`src/rtl/dff_seq_detector_if.sv`:
```
// Bus between the flip-flop stage checker and its driver.
// Carries the sample controls in and the detector status out.
interface dff_seq_detector_if #(
    parameter int HIST_W = 8,
    parameter int CNT_W  = 8
);
    logic              EN;
    logic              D;
    logic              CLR;
    logic [HIST_W-1:0] HIST;
    logic              MATCH;
    logic [CNT_W-1:0]  COUNT;
    logic              OVF;
    logic              ARMED;

    modport master (
        output EN,
        output D,
        output CLR,
        input  HIST,
        input  MATCH,
        input  COUNT,
        input  OVF,
        input  ARMED
    );

    modport slave (
        input  EN,
        input  D,
        input  CLR,
        output HIST,
        output MATCH,
        output COUNT,
        output OVF,
        output ARMED
    );
endinterface

```
`src/rtl/dff_seq_detector.sv`:
```
// Serial pattern detector on the flip-flop stage output Y.
// Overlapping matches, saturating counter, sticky overflow.
module dff_seq_detector #(
    parameter int                 PAT_LEN = 4,
    parameter logic [PAT_LEN-1:0] PATTERN = 4'b1011,
    parameter int                 HIST_W  = 8,
    parameter int                 CNT_W   = 8
) (
    input  logic                CLK,
    input  logic                RST_N,
    dff_seq_detector_if.slave   bus
);

    localparam int FW = $clog2(PAT_LEN + 1);
    localparam logic [FW-1:0]    FULL = FW'(PAT_LEN);
    localparam logic [CNT_W-1:0] CMAX = '1;
    localparam logic [CNT_W-1:0] CONE = CNT_W'(1);

    typedef enum logic {
        FILL = 1'b0,
        RUN  = 1'b1
    } state_t;

    state_t            state_q;
    state_t            state_d;
    logic [HIST_W-1:0] hist_q;
    logic [HIST_W-1:0] hist_d;
    logic [FW-1:0]     fill_q;
    logic [FW-1:0]     fill_d;
    logic              match_q;
    logic              match_d;
    logic [CNT_W-1:0]  cnt_q;
    logic [CNT_W-1:0]  cnt_d;
    logic              ovf_q;
    logic              ovf_d;
    logic [PAT_LEN-1:0] win;

    // State register: reset wins over every other input
    always_ff @(posedge CLK) begin
        if (!RST_N) begin
            state_q <= FILL;
            hist_q  <= '0;
            fill_q  <= '0;
            match_q <= 1'b0;
            cnt_q   <= '0;
            ovf_q   <= 1'b0;
        end else begin
            state_q <= state_d;
            hist_q  <= hist_d;
            fill_q  <= fill_d;
            match_q <= match_d;
            cnt_q   <= cnt_d;
            ovf_q   <= ovf_d;
        end
    end

    // Next state: shift, fill guard, match and counter update
    always_comb begin
        state_d = state_q;
        hist_d  = hist_q;
        fill_d  = fill_q;
        match_d = 1'b0;
        cnt_d   = cnt_q;
        ovf_d   = ovf_q;
        win     = {hist_q[PAT_LEN-2:0], bus.D};

        if (bus.EN) begin
            hist_d = {hist_q[HIST_W-2:0], bus.D};
            if (fill_q != FULL) begin
                fill_d = fill_q + FW'(1);
            end
            // Zero-filled history after reset must never match
            match_d = (win == PATTERN) && (fill_d == FULL);
            if (state_q == FILL && fill_d == FULL) begin
                state_d = RUN;
            end
        end

        if (bus.CLR) begin
            cnt_d = match_d ? CONE : '0;
            ovf_d = 1'b0;
        end else if (match_d) begin
            if (cnt_q == CMAX) begin
                ovf_d = 1'b1;
            end else begin
                cnt_d = cnt_q + CONE;
            end
        end
    end

    assign bus.HIST  = hist_q;
    assign bus.MATCH = match_q;
    assign bus.COUNT = cnt_q;
    assign bus.OVF   = ovf_q;
    assign bus.ARMED = (state_q == RUN);

endmodule

```
`src/flat_wrapper.sv`:
```
// flat-port wrapper written by rule: the top's interface ports become plain ports
module dff_seq_detector_flat 
#(
    parameter int                 PAT_LEN = 4,
    parameter logic [PAT_LEN-1:0] PATTERN = 4'b1011,
    parameter int                 HIST_W  = 8,
    parameter int                 CNT_W   = 8
)
  (CLK, RST_N, bus_EN, bus_D, bus_CLR, bus_HIST, bus_MATCH, bus_COUNT, bus_OVF, bus_ARMED);
  dff_seq_detector_if #(.HIST_W(HIST_W), .CNT_W(CNT_W)) bus_i ();
  input  logic CLK;
  input  logic RST_N;
  input wire logic [$bits(bus_i.EN)-1:0] bus_EN;
  input wire logic [$bits(bus_i.D)-1:0] bus_D;
  input wire logic [$bits(bus_i.CLR)-1:0] bus_CLR;
  output wire logic [$bits(bus_i.HIST)-1:0] bus_HIST;
  output wire logic [$bits(bus_i.MATCH)-1:0] bus_MATCH;
  output wire logic [$bits(bus_i.COUNT)-1:0] bus_COUNT;
  output wire logic [$bits(bus_i.OVF)-1:0] bus_OVF;
  output wire logic [$bits(bus_i.ARMED)-1:0] bus_ARMED;
  assign bus_i.EN = bus_EN;
  assign bus_i.D = bus_D;
  assign bus_i.CLR = bus_CLR;
  assign bus_HIST = bus_i.HIST;
  assign bus_MATCH = bus_i.MATCH;
  assign bus_COUNT = bus_i.COUNT;
  assign bus_OVF = bus_i.OVF;
  assign bus_ARMED = bus_i.ARMED;
  dff_seq_detector #(.PAT_LEN(PAT_LEN), .PATTERN(PATTERN), .HIST_W(HIST_W), .CNT_W(CNT_W)) u_core (.CLK(CLK), .RST_N(RST_N), .bus(bus_i));
endmodule
```
`config.mk`:
```
export PLATFORM = sky130hd
export DESIGN_NAME = dff_seq_detector_flat
export DESIGN_NICKNAME = d
export VERILOG_FILES = /design/src/rtl/dff_seq_detector_if.sv /design/src/rtl/dff_seq_detector.sv /design/src/flat_wrapper.sv
export SDC_FILE = /design/constraint.sdc
export NUM_CORES = 1
export LEC_CHECK = 0
export ABC_AREA = 0
export BUFFER_PORTS_ARGS = -buffer_cell sky130_fd_sc_hd__buf_2
export CORE_MARGIN = 5
export CORE_UTILIZATION = 52
export DETAILED_ROUTE_END_ITERATION = 8
export PLACE_DENSITY = 0.83
export SKIP_CTS_REPAIR_TIMING = 1
export SYNTH_ARGS = -nofsm -noshare
export SYNTH_HDL_FRONTEND = slang
export SYNTH_SLANG_ARGS = --single-unit
```
`constraint.sdc`:
```
create_clock -name CLK -period 2.55 [get_ports CLK]
set_clock_uncertainty 0.2 [all_clocks]
set_input_delay 0 -clock CLK [delete_from_list [all_inputs] [get_ports CLK]]
set_output_delay 0 -clock CLK [all_outputs]
set_load 0.02 [all_outputs]
```
After elaboration in Yosys (flattened, before gate mapping). Index checks and enable logic that the tools add are counted.

Bits in registers: 22. Output and inout bits: 19.

Add/subtract/negate cells: 2. Equality and inequality tests: 5. Multiplexer cells: 7. Bitwise logic cells: 2. Reduce and logical (&&, ||, !) cells: 7.

Operator list (count): two-way mux 8 bit (3); adder 8 x 1 -> 8 bit, second input constant (1); equality test 8 bit, second input constant (1); two-way mux 3 bit (2); AND reduction 2 bit (3); equality test 4 bit, second input constant (1); adder 3 x 1 -> 3 bit, second input constant (1); equality test 3 bit, second input constant (1); inequality test 3 bit, second input constant (1); logical AND 1 bit (2); two-way mux 1 bit (2); inequality test 2 bit, second input constant (1); inverter 1 bit (2); nonzero test 2 bit (1); OR reduction 2 bit (1).

Depth between registers and ports, before layout. Gate-level depths: netlist of the first run.

Word-level depth: 8. Gate-level depth with buffers: 7. Mapped depth without buffers: 6.

Worst setup path before layout of the first run. OpenSTA, ideal clock, no wires.

Path type: register to register. From: register u_core.fill_q[0]. To: register u_core.cnt_q[5] (netlist: u_core.bus.COUNT[5]). Library setup time: 143 ps. Data arrival time: 2000 ps. Data required time: 2207 ps. Setup slack: 207 ps. Cell stages (with the launch flop): 8. Path buffers: 1. Clock period less this slack: 2343 ps. Cells stage by stage: dfxtp_1 -> inv_1 -> ha_1 -> or4b_1 -> and3_1 -> buf_2 -> o311ai_0 -> o41ai_1.

Longest elaborated chain between the ends: 8.

RTL lines: from (decl) (RTL line dff_seq_detector.sv:28) `logic [FW-1:0] fill_q;`; from (signal assigned) (RTL line dff_seq_detector.sv:50) `fill_q <= fill_d;`; adder 3 x 1 -> 3 bit or inequality test 3 bit (tied branches) (RTL line dff_seq_detector.sv:70, dff_seq_detector.sv:69); two-way mux 3 bit * (RTL line dff_seq_detector.sv:69) `if (fill_q != FULL) begin`; two-way mux 3 bit * (RTL line dff_seq_detector.sv:67) `if (bus.EN) begin`; equality test 3 bit * (RTL line dff_seq_detector.sv:73) `match_d = (win == PATTERN) && (fill_d == FULL);`; logical AND 1 bit * (RTL line dff_seq_detector.sv:73); two-way mux 1 bit * (RTL line dff_seq_detector.sv:67); nonzero test 2 bit (no line) *; AND reduction 2 bit (no line) *; to (signal assigned) (RTL line dff_seq_detector.sv:52) `cnt_q <= cnt_d;`; to (decl) (RTL line dff_seq_detector.sv:32) `logic [CNT_W-1:0] cnt_q;`.

Mark *: on every way between the ends. The rest lies on a longest branch, timed or not. The select of a mux whose other input is x is not followed. A chain may end at the register's enable or synchronous reset.

Worst setup path in the final report of the first run.
From: register u_core.fill_q[0]. To: register u_core.cnt_q[7] (netlist: u_core.bus.COUNT[7]).

The elaborated chain is that of the path after synthesis.

==> impl_metrics.csv, run 1 <==
group,metric,value,unit
run_status,status,"completed",
synth,yosys.area_share.adder,0.03436,
power,irDropWorstVdd,0.0003421,V
hold_path,hold_class,"register to register",
timing,drv_slew,0,
die,rows,16,
layout,finalInstanceArea,1346,um^2
detailed_routing,ant_nets,0,
timing,fin_ws,0.1111,ns
critical_path,cp_cell_sequence,"inv_1, ha_1, or4b_1, and3_4, or4_1, a21oi_1",
critical_path,critPathLaunchType,"register",
global_route,antenna_found_initial,0,
synth,yosys.area_share.simple,0.3104,
global_route,grt_pass1_vias,877,
layout,stdcell_count,172,
critical_path,slowest_stage,"or4b_1",
layout,num_antenna_cells,0,
die,die-area,3117,um^2
synth,synth_area_leaders,"dfxtp_1 (40%), mux2i_1 (10%), nor2b_1 (5.2%)",
clocking,cts_tree,"done",
timing,rsz0062_at_grt,"false",
placement,dpl_worst_slack,-0.01420,ns
placement,place_hpwl,1650,um
global_route,grt-ovfl-total,0,
placement,routabilityCongestion,0.8388,
detailed_routing,drtPass1Iterations,4,
die,dieWidth,55.83,um
synth,synth_top_family_by_area,"simple AND/OR/NAND/NOR gates",
synth,ys_warn_count,0,
timing,post-route-period-util,0.9564,
detailed_routing,initialDrtViolationCount,23,
clocking,cts_buffers,3,
synth,yosysMostFrequentCell,"dfxtp_1",
job,cap_violations,0,
timing,setup-tns-final,0,ns
global_route,grt.total_usage,0.1463,
die,die_h,55.83,um
critical_path,endpoint_kind,"register",
timing,hold_violations,0,
detailed_routing,drc,0,
placement,dp.cells,161,
clocking,clkLatencyLatePin,0.31,ns
power,cellPowerDensity,454.8,nW/um^2
timing,whs,0.2876,ns
clocking,cts_buffer_depth,2,
clocking,cts_root_buffer,"clkbuf_4",
die,io_pins,24,
synth,syn_inst,115,
die,start_util,0.5511,
clocking,cts_sinks,22,
clocking,clk_pin_slew_worst_paths,0.12,ns
synth,yosys.area.top_type,"dfxtp_1",
timing,fin_crit,2.439,ns
synth,async_flop_share,0,
synth,synthTopCellsByCount,"dfxtp_1 (22), mux2i_1 (11), nor2b_1 (9)",
synth,syn_area_per_cell,9.498,um^2
detailed_routing,wl_per_cell,13.78,um
synth,netlist_area,1092,um^2
layout,drive_gt1_frac,0.2345,
synth,synth_compound_area_frac,0.1180,
global_route,grt_max_degree,18,
global_route,grt_pass1_wl,3739,um
timing,setup_viol,0,
timing,worstMarginPinSlew,0.8515,ns
synth,synthDistinctLibCells,38,
synth,synth-main-ff-cell,"dfxtp_1",
placement,placed_area,1229,um^2
layout,syn_to_final_growth,23.25,%
detailed_routing,via_per_inst,5.698,
synth,seq_area_frac_synth,0.4032,
power,p_total,0.6124,mW
synth,ys_ff_latch,22,
critical_path,worstPathArrival,2.49,ns
timing,max_freq,410.0,MHz
layout,fin_nets,154,
synth,synthMuxAreaShare,0.1008,
detailed_routing,vias,980,
layout,fin_util,0.6793,
synth,synth_top_area_share,0.4032,
synth,synthesis.nets,123,
die,core_area,1982,um^2
critical_path,path_class,"register to register",
power,leakage,0.5727,nW
synth,synth-edff-count,0,
critical_path,max_stage_delay,0.55,ns
synth,synthXorXnorAreaFrac,0.008018,
placement,io_buffers,23,
clocking,cts_htree_levels,1,
critical_path,critPathMaxFanout,7,
critical_path,worst_ep_required_time,2.60,ns
detailed_routing,postRouteWirelength,2371,um
timing,max_slew_margin,0.4298,
-- worst paths after layout --
path                     from             endpoint  slack (ns)  depth (start not counted)
min reg2reg    u_core.bus.OVF       u_core.bus.OVF        0.29                          2
max          u_core.fill_q[0]  u_core.bus.COUNT[7]        0.11                          6
max reg2reg  u_core.fill_q[0]  u_core.bus.COUNT[7]        0.11                          6
min            u_core.bus.OVF       u_core.bus.OVF        0.29                          2
-- state kept, by name, summed over array words and instances, names as in the netlist --
name,count
u_core.bus.MATCH,1
u_core.fill_q,3
u_core.bus.COUNT,8
u_core.bus.OVF,1
u_core.bus.ARMED,1
u_core.bus.HIST,8
-- logic make-up after synthesis --
kind of cell | Yosys count
DFF | 22
and+or+nand+nor | 53
muxes | 11
xor gates and xnor gates | 1
buffers and inverters | 7
adders and majority gates | 3
AOI/OAI and AO/OA | 18
-- worst max-delay path, delay by kind of cell (launching register included) --
kind	cells	cell delay (ns)
compound gates	1	0.15
fa+ha+maj	1	0.31
buf+inv	1	0.06
flops	1	0.39
simple gates	3	1.28
-- final cells by class --
type / count / area, um^2
clock buffer: 4 / 36.28
fill: 151 / 635.6
inverter: 2 / 7.507
multi-input combinational: 86 / 634.4
sequential: 22 / 441.7
tap: 27 / 33.78
timing repair buffer: 31 / 192.7
-- layer usage --
layer / share of wire / GRT usage / vias up
li1: - / - / 491
met5: 0 / 0 / -
met2: 0.46 / 0.2416 / 29
met4: 0.018 / 0.07458 / 0
met1: 0.46 / 0.1758 / 455
met3: 0.061 / 0.03480 / 5
-- cell usage in the layout, fill, tap and decap left out, types with 4 or more instances in the layout --
master	n
dfxtp_1	21
nand2_1	7
dlygate4sd3_1	7
nand3_1	4
nand2b_1	5
nor2b_1	9
nand4_1	4
buf_2	23
mux2i_1	11
and3_1	4
-- power by group --
part           switching, mW  internal, mW
clock                  0.104        0.0873
sequential           0.00600         0.349
combinational         0.0336        0.0317
Power figures use the tool's default switching activity.
==> run 2, diff against run 1 <==
--- a/config.mk
+++ b/config.mk
@@ -9,7 +9,7 @@
 export BUFFER_PORTS_ARGS = -buffer_cell sky130_fd_sc_hd__buf_2
 export CORE_MARGIN = 5
-export CORE_UTILIZATION = 52
+export CORE_UTILIZATION = 47
 export DETAILED_ROUTE_END_ITERATION = 8
-export PLACE_DENSITY = 0.83
+export PLACE_DENSITY = 0.79
 export SKIP_CTS_REPAIR_TIMING = 1
 export SYNTH_ARGS = -nofsm -noshare
==> constraint.sdc (replaced) <==
create_clock -name CLK -period 2.07 [get_ports CLK]
set_clock_uncertainty 0.2 [all_clocks]
set_input_delay 0.1035 -clock CLK [delete_from_list [all_inputs] [get_ports CLK]]
set_output_delay 0.1035 -clock CLK [all_outputs]
set_load 0.02 [all_outputs]
==> run 2 against run 1 <==
Effect of this change: the flow now finishes with violations (setup timing); count of clock-buffer cells in the layout did not move; flip-flop and latch count did not move; worst hold slack got worse by 0.25 ns; global-route usage fell by 0.29 points; via count rose by 7.8%; maximum frequency rose by 13%; combinational power rose by 64%; wire length rose by 16%; cell count rose by 5.8%; die area rose by 8.7%; largest power group unchanged; highest routed layer unchanged.
==> impl_metrics.csv, run 2 (synthesized netlist as in run 1, its figures left out) <==
group,metric,value,unit
run_status,status,"complete, but fails checks",
run_status,violations,"setup timing",
die,start_util,0.4938,
critical_path,max_stage_delay,0.49,ns
die,die_h,58.21,um
layout,register_area,442.9,um^2
clocking,cts_buffers,3,
layout,num_antenna_cells,0,
detailed_routing,initialDrtViolationCount,41,
global_route,grt_max_degree,18,
detailed_routing,ant_nets,0,
timing,fin_ws,-0.09482,ns
power,irDropWorstVdd,0.0003627,V
clocking,cts_sinks,22,
layout,fin_nets,163,
critical_path,rr_worst_depth,6,
global_route,antenna_found_initial,0,
critical_path,critPathMaxFanout,5,
layout,layout_commonest_cell,"buf_2",
timing,post-route-period-util,1.046,
layout,layout_common_cells,"buf_2 (23), dfxtp_1 (20), mux2i_1 (11)",
clocking,cts_root_buffer,"clkbuf_4",
clocking,cts_tree,"done",
layout,drive_gt1_frac,0.3571,
timing,setup_viol,6,
hold_path,hold_class,"input pin to register",
timing,max_freq,461.9,MHz
clocking,cts_buffer_depth,2,
global_route,use_met3,0.02450,
critical_path,path_delay_family,"simple AND/OR/NAND/NOR gates",
timing,drv_slew,0,
timing,whs,0.03667,ns
global_route,grt.total_usage,0.1434,
die,die-area,3388,um^2
die,dieWidth,58.21,um
critical_path,r2r_start,"u_core.fill_q[1]",
critical_path,path_class,"register to register",
critical_path,cp_cell_sequence,"inv_2, ha_4, or4b_4, and3_4, or4_4, a21oi_2",
power,p_total,0.7838,mW
layout,fill_cells,186,
power,cellPowerDensity,524.7,nW/um^2
detailed_routing,postRouteWirelength,2741,um
clocking,clkLatencyLatePin,0.30,ns
placement,io_buffers,23,
layout,syn_to_final_growth,36.77,%
timing,rsz0062_at_grt,"true",
timing,setup-tns-final,-0.2251,ns
global_route,top_usage_layer,"met2",
critical_path,r2r_slack,-0.09,ns
power,leakage,0.6393,nW
placement,place_hpwl,1816,um
timing,max_slew_margin,0.6475,
clocking,clk_pin_slew_worst_paths,0.13,ns
critical_path,r2r-end,"u_core.bus.COUNT[7]",
hold_path,min_delay_worst_endpoint,"u_core.fill_q[1]",
global_route,grtUsageMet1,0.1860,
global_route,grt_pass1_wl,3919,um
die,core_area,2212,um^2
die,rows,17,
layout,multi_input_area,719.4,um^2
critical_path,crit_buf_inv,1,
timing,fin_crit,2.165,ns
detailed_routing,drc,0,
hold_path,worstHoldStart,"bus_EN",
timing,hold_violations,0,
detailed_routing,wl_per_cell,15.06,um
critical_path,endpoint_kind,"register",
global_route,use_met2,0.2435,
detailed_routing,drtPass1Iterations,4,
job,cap_violations,0,
placement,routabilityCongestion,0.8131,
detailed_routing,vias,1056,
hold_path,hold_path_depth,3,
layout,fin_util,0.6753,
critical_path,worstPathArrival,2.21,ns
clocking,cts_htree_levels,1,
critical_path,critPathLaunchType,"register",
detailed_routing,via_per_inst,5.802,
timing,worstMarginPinSlew,0.5276,ns
placement,dpl_worst_slack,-0.2124,ns
die,io_pins,24,
global_route,grt_pass1_vias,918,
global_route,grt-ovfl-total,0,
critical_path,slowest_stage,"or4b_4",
critical_path,worst_ep_required_time,2.12,ns
==> run 2: changes by cell type in the layout (fill, tap and decap cells not counted), sizes merged <==
cell / before / now
and3: 5 / 6
buf: 24 / 32
==> run 2: worst max path at each step <==
stage                     start             endpoint  slack, ns  depth (start not counted)
6_report       u_core.fill_q[1]  u_core.bus.COUNT[7]      -0.09                          6
3_3_place_gp   u_core.fill_q[1]  u_core.bus.COUNT[7]      -0.12                          6
3_5_place_dp   u_core.fill_q[1]  u_core.bus.COUNT[6]      -0.21                          6
4_1_cts        u_core.fill_q[1]  u_core.bus.COUNT[6]      -0.24                          6
5_1_grt        u_core.fill_q[1]  u_core.bus.COUNT[3]      -0.17                          8
2_1_floorplan  u_core.fill_q[1]  u_core.bus.COUNT[2]      -0.02                          7
==> run 2: layer usage <==
| layer | vias up | routed length, um |
|---|---|---|
| met1 | 508 | 1152 |
| met2 | 35 | 1383 |
| met3 | 4 | 174 |
| li1 | 509 | - |
| met5 | - | 0 |
| met4 | 0 | 31 |
==> run 2: per-stage QoR <==
step / cell area [um^2] / cells
2_1_floorplan: 1119 / 115
3_3_place_gp: 1310 / 170
3_5_place_dp: 1310 / 170
4_1_cts: 1346 / 174
5_1_grt: 1494 / 182
6_report: 1494 / 182
==> run 2: area by class of cell <==
type                       count  area share
clock buffer                   4     0.02429
inverter                       2    0.005025
multi-input combinational     87      0.4816
sequential                    22      0.2965
tap                           28     0.02345
timing repair buffer          39      0.1692
==> run 2: power breakdown <==
part           switching, mW  internal, mW  total [mW]
Clock                  0.131         0.107       0.239
Sequential           0.00675         0.431       0.438
Combinational         0.0522        0.0553       0.107
==> run 2: worst reg2reg max path, cell delays in order, from the launching register on <==
cell     delay (ns)
dfxtp_2        0.38
inv_2          0.05
ha_4           0.24
or4b_4         0.49
and3_4         0.19
or4_4          0.42
a21oi_2        0.14
